[config.mk]
export PLATFORM = sky130hd
export DESIGN_NAME = pa_f_spsram_64x44_ctrl
export DESIGN_NICKNAME = d
export VERILOG_FILES = /design/src/rtl/pa_f_spsram_64x44_ctrl.sv
export SDC_FILE = /design/constraint.sdc
export NUM_CORES = 1
export LEC_CHECK = 0
export BUFFER_PORTS_ARGS = -buffer_cell sky130_fd_sc_hd__buf_4
export CORE_AREA = 3 3 111 113
export CTS_BUF_LIST = sky130_fd_sc_hd__clkbuf_16
export CTS_CLUSTER_SIZE = 25
export DETAILED_ROUTE_END_ITERATION = 16
export DIE_AREA = 0 0 114 116
export GPL_ROUTABILITY_DRIVEN = 1
export PLACE_DENSITY = 0.55
export SETUP_SLACK_MARGIN = 0.05
export SLEW_MARGIN = 20
export SYNTH_ARGS = -nofsm -noshare
export SYNTH_HDL_FRONTEND = slang
export SYNTH_SLANG_ARGS = --single-unit
[constraint.sdc]
create_clock -name CLK -period 1.83 [get_ports CLK]
set_input_delay 0.366 -clock CLK [delete_from_list [all_inputs] [get_ports CLK]]
set_output_delay 0.366 -clock CLK [all_outputs]
set_load 0.02 [all_outputs]
[src/rtl/pa_f_spsram_64x44_ctrl.sv]
// pa_f_spsram_64x44_ctrl
//   Access controller for a 64x44 single-port SRAM. It drives the SRAM
//   A/CEN/GWEN/WEN/D pins. After reset, or when clr_req is taken, it first
//   writes zero to every entry. It then turns a request channel into SRAM
//   write-with-bit-mask and read cycles, and returns read data on a response
//   channel straight from the SRAM Q output.
//
//   Handshake rule, used on both channels: a transfer happens in a cycle where
//   valid and ready are both high at the rising clock edge. A source holds
//   valid and its payload stable until that transfer happens.
//
// Ports
//   CLK, RST                 clock shared with the SRAM; synchronous
//                            active-high reset
//   clr_req                  pulse that re-clears the array (IDLE, or RESP
//                            with rsp_rdy=1)
//   init_done                high when the array is cleared and usable
//   req_vld/req_rdy          request handshake
//   req_wr                   1 = write, 0 = read
//   req_addr                 entry index for the request
//   req_wdata/req_wmask      write data, and the per-bit write mask
//                            (1 = write this bit)
//   rsp_vld/rsp_rdy          read response handshake
//   rsp_data                 read data, equal to Q
//   A/CEN/GWEN/WEN/D/Q       SRAM pins; CEN/GWEN/WEN are active-low
//   state_dbg                current FSM state (0 INIT, 1 IDLE, 2 RESP)

module pa_f_spsram_64x44_ctrl #(
  parameter int ADDR_WIDTH = 6,
  parameter int DATA_WIDTH = 44
) (
  input  logic                  CLK,
  input  logic                  RST,
  input  logic                  clr_req,
  output logic                  init_done,
  input  logic                  req_vld,
  output logic                  req_rdy,
  input  logic                  req_wr,
  input  logic [ADDR_WIDTH-1:0] req_addr,
  input  logic [DATA_WIDTH-1:0] req_wdata,
  input  logic [DATA_WIDTH-1:0] req_wmask,
  output logic                  rsp_vld,
  input  logic                  rsp_rdy,
  output logic [DATA_WIDTH-1:0] rsp_data,
  output logic [ADDR_WIDTH-1:0] A,
  output logic                  CEN,
  output logic                  GWEN,
  output logic [DATA_WIDTH-1:0] WEN,
  output logic [DATA_WIDTH-1:0] D,
  input  logic [DATA_WIDTH-1:0] Q,
  output logic [1:0]            state_dbg
);

  typedef enum logic [1:0] {
    ST_INIT = 2'd0,
    ST_IDLE = 2'd1,
    ST_RESP = 2'd2
  } state_t;

  state_t                state_q, state_d;
  logic [ADDR_WIDTH-1:0] init_cnt_q, init_cnt_d;

  // High when the controller can take a new request this cycle.
  logic                  accept_ok;

  always_comb begin
    state_d    = state_q;
    init_cnt_d = init_cnt_q;
    accept_ok  = 1'b0;
    init_done  = 1'b0;
    req_rdy    = 1'b0;
    rsp_vld    = 1'b0;
    CEN        = 1'b1;
    GWEN       = 1'b1;
    WEN        = '1;
    D          = '0;
    A          = req_addr;

    if (!RST) begin
      case (state_q)
        ST_INIT: begin
          // Write zero to one entry per cycle. The counter wraps to 0 on the
          // last entry, so it is already 0 when the next clear starts.
          CEN        = 1'b0;
          GWEN       = 1'b0;
          WEN        = '0;
          D          = '0;
          A          = init_cnt_q;
          init_cnt_d = init_cnt_q + 1'b1;
          if (init_cnt_q == {ADDR_WIDTH{1'b1}}) begin
            state_d = ST_IDLE;
          end
        end
        ST_IDLE: begin
          init_done = 1'b1;
          if (clr_req) begin
            state_d = ST_INIT;
          end else begin
            accept_ok = 1'b1;
          end
        end
        ST_RESP: begin
          init_done = 1'b1;
          rsp_vld   = 1'b1;
          // While the response stalls, CEN stays high. The SRAM then keeps
          // the read address, so Q stays stable without a local copy.
          if (rsp_rdy) begin
            if (clr_req) begin
              state_d = ST_INIT;
            end else begin
              state_d   = ST_IDLE;
              accept_ok = 1'b1;
            end
          end
        end
        default: begin
          state_d = ST_INIT;
        end
      endcase

      if (accept_ok) begin
        req_rdy = 1'b1;
        if (req_vld) begin
          CEN = 1'b0;
          A   = req_addr;
          if (req_wr) begin
            GWEN    = 1'b0;
            WEN     = ~req_wmask;
            D       = req_wdata;
            state_d = ST_IDLE;
          end else begin
            state_d = ST_RESP;
          end
        end
      end
    end
  end

  always_ff @(posedge CLK) begin
    if (RST) begin
      state_q    <= ST_INIT;
      init_cnt_q <= '0;
    end else begin
      state_q    <= state_d;
      init_cnt_q <= init_cnt_d;
    end
  end

  assign rsp_data  = Q;
  assign state_dbg = state_q;

endmodule

### Word-level counts from Yosys, hierarchy flattened

Index checks and enable logic that the tools add are counted.

* add/subtract/negate cells: 1
* equal/unequal tests: 3
* multiplexer cells: 39
* bitwise logic cells: 1
* reduce and logical (&&, ||, !) cells: 2

Operators with widths (count)
* 44-bit two-way mux: 9
* 44-bit NOT: 1
* 6-bit two-way mux: 4
* 1-bit two-way mux: 18
* 2-bit two-way mux: 6
* 6-bit by 1-bit adder with 6-bit output, second input constant: 1
* 6-bit == test, second input constant: 1
* 2-bit case mux with 3 select lines: 1
* 2-bit by 1-bit == test with 1-bit output, second input constant: 1
* 2-bit == test, second input constant: 1
* 2-bit zero test: 1
* 1-bit case mux with 2 select lines: 1
* 2-bit OR reduction: 1

* register bits: 8
* input bits: 144
* output and inout port bits: 145
* logic and storage cells: 48

### Longest topological paths before layout

Gate-level depths: netlist of run 1.

* depth after elaboration: 6
* depth in mapped cells: 8
* depth with buffers taken out: 6

### Least setup slack after synthesis of run 1

No wires, ideal clock.

* kind: register -> output
* from: register state_q[0], in the netlist state_dbg[0]
* to: output D[10]
* arrival: 2.271 ns
* required time: 1.464 ns
* slack: -0.807 ns
* cell stages (with the launch flop): 9
* buffers on the path: 2
* cells stage by stage: dfxtp_1 inv_1 ha_1 nor2b_1 and3b_1 and3_4 buf_6 buf_6 and2_1

* longest elaborated chain between the ends: 5
* elaborated cells between the ends (all ways): 6
* those cells by class: eq/ne (2); mux (4)

Ends and longest elaborated chain
* start: declaration: RTL line 60 `state_t state_q, state_d;`
* start signal: assignment: RTL line 144 `state_q <= state_d;`
* 2-bit == test / 2-bit by 1-bit == test with 1-bit output (equally long branches): RTL line 80 `case (state_q)`
* 1-bit case mux with 2 select lines *: RTL line 80
* 1-bit two-way mux *: RTL line 79 `if (!RST) begin`
* 44-bit two-way mux *: RTL line 121 `if (accept_ok) begin`
* 44-bit two-way mux *: RTL line 79
* end: declaration: RTL line 49 `output logic [DATA_WIDTH-1:0] D,`

Every way passes the cells marked *; elsewhere a longest branch is shown, timed or not. The select of a mux whose other input is x is not followed.

### Final worst setup path of run 1

* from: register state_q[0], in the netlist state_dbg[0]
* to: output WEN[30]

* longest elaborated chain between the ends: 6
* elaborated cells between the ends (all ways): 10
* those cells by class: eq/ne (2); mux (7); reduce/logical (1)

Ends and longest elaborated chain
* 2-bit zero test: RTL line 80
* 44-bit two-way mux: RTL line 80
* 44-bit two-way mux: RTL line 126 `if (req_wr) begin`
* 44-bit two-way mux: RTL line 123 `if (req_vld) begin`
* 44-bit two-way mux *: RTL line 121
* 44-bit two-way mux *: RTL line 79
* end: declaration: RTL line 48 `output logic [DATA_WIDTH-1:0] WEN,`

Marks and branches as above.

==> results.toml, run 1 <==
[job]
max_cap_violations = 0

[power_and_ir_drop]
pwr_density_cell_mw_per_mm2 = 278
vdd_drop_max_mv = 0.399
power.static_leakage_nw = 2.01

[sta]
setup_violations = 97
fin_setup_tns_ns = -43.89
fin_crit_sh_pct = 127
slew_headroom_pct = 77.2
grt_setup_unrepaired = "true"
min_period_ns = 2.32
worst_pin_slew_ns = 0.341
skew_ns = 0.00571
worst_hold_slack_ns = 0.421
timing_hold_violations_final = 0
timing.fmax_mhz = 430
finalWorstSetupSlack_ns = -0.493
finalMaxSlewViolations = 0

[floorplan]
die_height_microns = 116
fp.dieArea_sq_mm = 0.0132
top_level_ports = 289
die_x_microns = 114
initial_core_utilization_pct = 13.2
core_area_sq_mm = 0.0114
num_rows = 39

[worst_setup_path]
worst-path-max-fanout = 7
critical_path_stages = 9
worstReg2RegEnd = "state_dbg[1]"
regToRegStartpoint = "state_dbg[0]"
setup.worst_path.class = "flip-flop to primary output"
cp-end-kind = "primary output"
cp-startpoint = "state_dbg[0]"
worst_path_most_repeated_cell = "sky130_fd_sc_hd__buf_12"
timing.critical_path.arrival_ns = 1.96
crit_path_top_delay_cell = "sky130_fd_sc_hd__dfxtp_4"
r2r.worst_path.cells = 8
worst-path-buf-inv = 4
worstSetupEndpoint = "WEN[30]"
reg2reg_setup_slack_ns = 0.01
worst_path_largest_cell_delay_ns = 0.37
start_kind = "flip-flop"
cp.required_ns = 1.46
critical_path.cell_chain = "inv_4 > ha_4 > and3b_2 > nand3_4 > a21oi_4 > buf_12 > buf_12 > o21ai_4 > buf_6"
largest_delay_contributor_family_on_the_critical_path = "buffers and inverters"

[synthesis]
ys_async_sr_fraction_pct = 0
yosys.area.top_type = "sky130_fd_sc_hd__buf_4"
synth_enable_flop_cells = 0
seq_area_frac_synth_pct = 10.6
avgSynthCellArea_sq_um = 7.07
synth_area_leaders = "sky130_fd_sc_hd__buf_4 22%, sky130_fd_sc_hd__and2_1 18%, sky130_fd_sc_hd__o21ai_0 15%"
ys_ff_latch = 8
synth.cell_area_sq_mm = 0.00151
mappedNetlistNets = 362
synth_top_flop_cell = "sky130_fd_sc_hd__dfxtp_1"
synth_cells = 213
ys_types = 32
synthesis.yosys.warnings = 0
yosys.area.top_type_share_pct = 21.9

[routing]
post_drt_wl_per_cell_microns = 14.8
first_pass_iters = 4
detail_route.wirelength_mm = 7.95
viasPerCell = 4.02
routed-via-count = 2161
detail-route-antenna-nets = 0
drt_first_iter_violations = 45
remaining_drc_errors = 0

[grt]
grt_residual_overflow = 0
grt_pass1_wl_mm = 11.4
pin_count_of_the_biggest_net_entering_global_routing = 23
gr-usage-all-layers_pct = 10.6
number_of_global_route_vias_before_repair = 2292
grt_antenna_before_repair = 0

[cells_and_area]
layoutNonFillerInstCount = 538
area_delta_synth_final_pct = 192
nNetsFinal = 545
total_inserted_antenna_cells = 0
post_route_cells_drive_above_1_share_pct = 89.9
post-route-util_pct = 38.4

[outcome]
outcome = "finished with violations"
violations_in_the_final_reports = "setup timing"

[clocking]
clockRootBuffer = "sky130_fd_sc_hd__clkbuf_16"
cts_hold_buffers = 0
clkLatencyLatePin_ns = 0.24
clock_tree.htree_level_count = 1
tritoncts.num_buffers = 3
clkTransAtPathRegs_ns = 0.04
cts_tree = "built"
clock_sink_count = 8
max-clock-path-buffers = 2

[placement]
place_congestion = 0.723
dp_hpwl_mm = 6.14
post-place-cells = 527
numPortBuffers = 200

[worst_hold_path]
hp-class = "input pin to flip-flop"
worst_hold_path_depth = 2
==> synthesized netlist by cell type, types with 5 or more instances <==
master                     count
sky130_fd_sc_hd__clkbuf_1      5
sky130_fd_sc_hd__dfxtp_1       8
sky130_fd_sc_hd__buf_4        44
sky130_fd_sc_hd__buf_6         5
sky130_fd_sc_hd__o21ai_0      46
sky130_fd_sc_hd__nand2_1       5
sky130_fd_sc_hd__buf_2         6
sky130_fd_sc_hd__nor2_1        6
sky130_fd_sc_hd__and2_1       44
sky130_fd_sc_hd__mux2_2        6
sky130_fd_sc_hd__ha_1          5
==> what timing repair did <==
| item | CTS | global route |
|---|---|---|
| setup endpoints to repair | 99 | 99 |
| resized for setup | 103 | 23 |
| setup buffers | 1 | 2 |
| pin swaps | 4 | 2 |
| cloned | 3 | 1 |
==> stage by stage <==
stage / cell area, sq um / total power, W / setup slack (ns)
2_1_floorplan: 2270 / 0.000562 / -0.294
6_report: 4390 / 0.00122 / -0.493
3_3_place_gp: 3760 / 0.000762 / -0.306
3_5_place_dp: 3760 / 0.000768 / -0.353
5_1_grt: 4390 / 0.00127 / -0.550
4_1_cts: 4250 / 0.00121 / -0.471
==> sequential cells by signal (all words and copies together) (netlist names) <==
register and cells:
state_dbg 2, init_cnt_q 6
==> cell families (layout without fill, tap and decap cells) <==
family                   count (synthesis)  after routing  synth area share, %
AND/OR/NAND/NOR                         70             73                 28.0
buffers and inverters                   64            243                 29.9
AO/OA/AOI/OAI                           55             55                 19.8
flip-flops                               8              8                 10.6
multiplexers                             7              7                 5.15
adder cells (fa/ha/maj)                  5              5                 4.16
XOR/XNOR                                 4              4                 2.33
==> worst min-delay path by stage <==
| stage | from | endpoint | slack, ns |
|---|---|---|---|
| 2_1_floorplan | init_cnt_q[5] | init_cnt_q[5] | 0.47 |
| 3_3_place_gp | init_cnt_q[5] | init_cnt_q[5] | 0.49 |
| 3_5_place_dp | init_cnt_q[5] | init_cnt_q[5] | 0.52 |
| 4_1_cts | req_wr | state_dbg[1] | 0.43 |
| 5_1_grt | req_wr | state_dbg[1] | 0.43 |
| 6_report | req_wr | state_dbg[1] | 0.42 |
==> cells in the final DEF (no fill, tap or decap), types with 2 or more instances in the layout <==
cell type / Yosys / final
sky130_fd_sc_hd__dfxtp_1: 8 / 6
sky130_fd_sc_hd__and3_4: 1 / 4
sky130_fd_sc_hd__nand2_8: 0 / 2
sky130_fd_sc_hd__inv_4: 0 / 3
sky130_fd_sc_hd__ha_1: 5 / 3
sky130_fd_sc_hd__a21oi_4: 0 / 2
sky130_fd_sc_hd__nand2_1: 5 / 3
sky130_fd_sc_hd__xor2_1: 3 / 3
sky130_fd_sc_hd__nor2_1: 6 / 5
sky130_fd_sc_hd__nor2b_1: 4 / 3
sky130_fd_sc_hd__and2_4: 0 / 42
sky130_fd_sc_hd__and3b_2: 0 / 2
sky130_fd_sc_hd__nand4_1: 2 / 2
sky130_fd_sc_hd__o21ai_4: 0 / 41
sky130_fd_sc_hd__o21ai_2: 0 / 3
sky130_fd_sc_hd__o21ai_0: 46 / 2
sky130_fd_sc_hd__mux2_4: 0 / 6
sky130_fd_sc_hd__and2_2: 0 / 2
sky130_fd_sc_hd__buf_4: 44 / 120
sky130_fd_sc_hd__dfxtp_4: 0 / 2
sky130_fd_sc_hd__inv_1: 4 / 2
sky130_fd_sc_hd__buf_8: 0 / 3
sky130_fd_sc_hd__buf_6: 5 / 102
sky130_fd_sc_hd__clkbuf_16: 0 / 4
sky130_fd_sc_hd__buf_12: 0 / 9
==> final cells by class <==
type | count | area (sq um)
fill | 1123 | 7030
clock inverter | 1 | 3.75
multi-input combinational | 144 | 1640
sequential | 8 | 168
tap | 143 | 179
inverter | 4 | 22.5
timing repair buffer | 235 | 2300
clock buffer | 3 | 75.1
==> where the power goes <==
group	leakage, nW	switching, W	internal, W	total, W
clock	0.0423	0.0000984	0.000286	0.000384
sequential	0.0667	0.00000687	0.000178	0.000185
combinational	1.90	0.000273	0.000376	0.000649
==> metal layers <==
layer	vias up	routed length (microns)	global-route usage (%)
li1	1032	-	-
met1	1015	2710	11.7
met2	100	4530	21.0
met3	14	631	2.04
met4	0	85	1.58
met5	-	0	0
No activity file was read; power rests on OpenSTA's default activity.
==> inputs of run 2 (changes only) <==
BUFFER_PORTS_ARGS = -buffer_cell sky130_fd_sc_hd__buf_2   (was -buffer_cell sky130_fd_sc_hd__buf_4)
==> results.toml, run 2 (synthesis results as in run 1) <==
[routing]
remaining_drc_errors = 0
first_pass_iters = 4
viasPerCell = 4.13
detail-route-antenna-nets = 0
detail_route.wirelength_mm = 8.20
post_drt_wl_per_cell_microns = 15.2
drt_first_iter_violations = 36
routed-via-count = 2234

[clocking]
cts_hold_buffers = 0
clkLatencyLatePin_ns = 0.23
clockRootBuffer = "sky130_fd_sc_hd__clkbuf_16"
max-clock-path-buffers = 2
clock_sink_count = 8
clock_tree.htree_level_count = 1
tritoncts.num_buffers = 3
clkTransAtPathRegs_ns = 0.04
cts_tree = "built"

[job]
max_cap_violations = 0

[grt]
grt_residual_overflow = 0
gr-usage-all-layers_pct = 11.0
grt_pass1_wl_mm = 11.7
pin_count_of_the_biggest_net_entering_global_routing = 13
grt_antenna_before_repair = 0
number_of_global_route_vias_before_repair = 2293

[power_and_ir_drop]
power.static_leakage_nw = 1.95
internal-power_w = 0.000762
net-switching-power_w = 0.000371
swShare_pct = 32.7
share_seq_of_total_power_pct = 16.4
share_comb_of_total_power_pct = 50.6
pwr_density_cell_mw_per_mm2 = 277
vdd_drop_max_mv = 0.645
p_clk_share_pct = 33.0

[worst_setup_path]
worst_path_largest_cell_delay_ns = 0.35
cp-end-kind = "primary output"
cp.required_ns = 1.46
worst-path-max-fanout = 8
start_kind = "flip-flop"
setup.worst_path.class = "flip-flop to primary output"
crit_path_top_delay_cell = "sky130_fd_sc_hd__dfxtp_4"
critical_path.cell_chain = "buf_4 > ha_1 > a21o_1 > and3b_2 > buf_4 > buf_6 > a21oi_4 > buf_6"
timing.critical_path.arrival_ns = 1.96

[cells_and_area]
most_common_cell_after_layout_fill_and_taps_aside = "sky130_fd_sc_hd__buf_2"
area_delta_synth_final_pct = 172
filler_cell_count = 1143
most-common-layout-cells = "110 x sky130_fd_sc_hd__buf_2, 87 x sky130_fd_sc_hd__buf_6, 44 x sky130_fd_sc_hd__and2_4"
post-route-util_pct = 35.9
number_of_flip_flops_in_the_largest_register = 6
layoutNonFillerInstCount = 541
post_route_cells_drive_above_1_share_pct = 89.2
nNetsFinal = 548
total_inserted_antenna_cells = 0
max_flop_register = "init_cnt_q"

[placement]
place_congestion = 0.909
dp_hpwl_mm = 5.79
numPortBuffers = 200
post-place-cells = 522

[sta]
finalWorstSetupSlack_ns = -0.491
slew_headroom_pct = 78.6
skew_ns = 0.00372
timing.fmax_mhz = 431
worst_pin_slew_ns = 0.321
fin_crit_sh_pct = 127
finalMaxSlewViolations = 0
grt_setup_unrepaired = "true"
min_period_ns = 2.32
setup_violations = 98
fin_setup_tns_ns = -43.30
timing_hold_violations_final = 0

[floorplan]
top_level_ports = 289
initial_core_utilization_pct = 13.2
die_x_microns = 114
fp.dieArea_sq_mm = 0.0132
num_rows = 39
core_area_sq_mm = 0.0114
die_height_microns = 116

[outcome]
violations_in_the_final_reports = "setup timing"
outcome = "finished with violations"

[worst_hold_path]
hp-class = "flip-flop to flip-flop"
==> run 2: cell count changes in the layout (fill, tap and decap cells not counted), sizes merged <==
cell,previous run,this run
and3,4,7
buf,234,235
clkbuf,4,3
==> run 2: timing repair <==
action	4_1_cts	5_1_grt
pin swaps	14	13
setup endpoints to repair	98	99
gates resized for setup	178	18
cloned	7	0
buffers inserted	4	5
==> run 2: power by group through the flow <==
stage          registers, W  logic [W]  clock network [W]
5_1_grt            0.000186   0.000609           0.000398
3_3_place_gp       0.000188   0.000468                  0
6_report           0.000186   0.000574           0.000374
2_1_floorplan      0.000186   0.000376                  0
3_5_place_dp       0.000188   0.000474                  0
4_1_cts            0.000186   0.000570           0.000383
==> run 2: metal layers <==
layer | wire length, microns | track usage [%] | vias to the layer above
met5 | 0 | 0 | -
met4 | 120 | 2.22 | 0
met3 | 614 | 2.09 | 20
met2 | 4670 | 21.5 | 113
met1 | 2790 | 12.4 | 1053
li1 | - | - | 1048
==> run 2: path summary, 6_finish.rpt <==
kind | endpoint | from | cells after the start | slack [ns]
max | CEN | state_dbg[0] | 8 | -0.49
min | init_cnt_q[5] | init_cnt_q[5] | 2 | 0.53
max reg2reg | state_dbg[1] | state_dbg[1] | 9 | -0.18
min reg2reg | init_cnt_q[5] | init_cnt_q[5] | 2 | 0.53
==> run 2: per-stage QoR <==
step	instance area, sq um	hold slack, ns	total power (W)	worst slack, ns
floorplan	2270	0.471	0.000562	-0.294
global placement	3260	0.494	0.000656	-0.311
detailed placement	3260	0.535	0.000662	-0.366
CTS	4000	0.540	0.00114	-0.495
global route	4100	0.581	0.00119	-0.579
finish	4100	0.531	0.00113	-0.491
==> run 2: final cells by class <==
type | instances | area (sq um) | share of cell area [%]
Timing Repair Buffer | 235 | 1990 | 48.5
Multi-Input combinational cell | 147 | 1660 | 40.6
Tap cell | 143 | 179 | 4.37
Sequential cell | 8 | 168 | 4.09
Clock buffer | 3 | 75.1 | 1.83
Inverter | 4 | 20.0 | 0.489
Clock inverter | 1 | 3.75 | 0.0917
==> run 2: critical path, delay by kind of cell (launching register included) <==
family | cells | cell delay (ns)
AO/OA/AOI/OAI | 2 | 0.34
AND/OR/NAND/NOR | 1 | 0.30
flip-flops | 1 | 0.35
buffers and inverters | 4 | 0.54
adder cells (fa/ha/maj) | 1 | 0.20
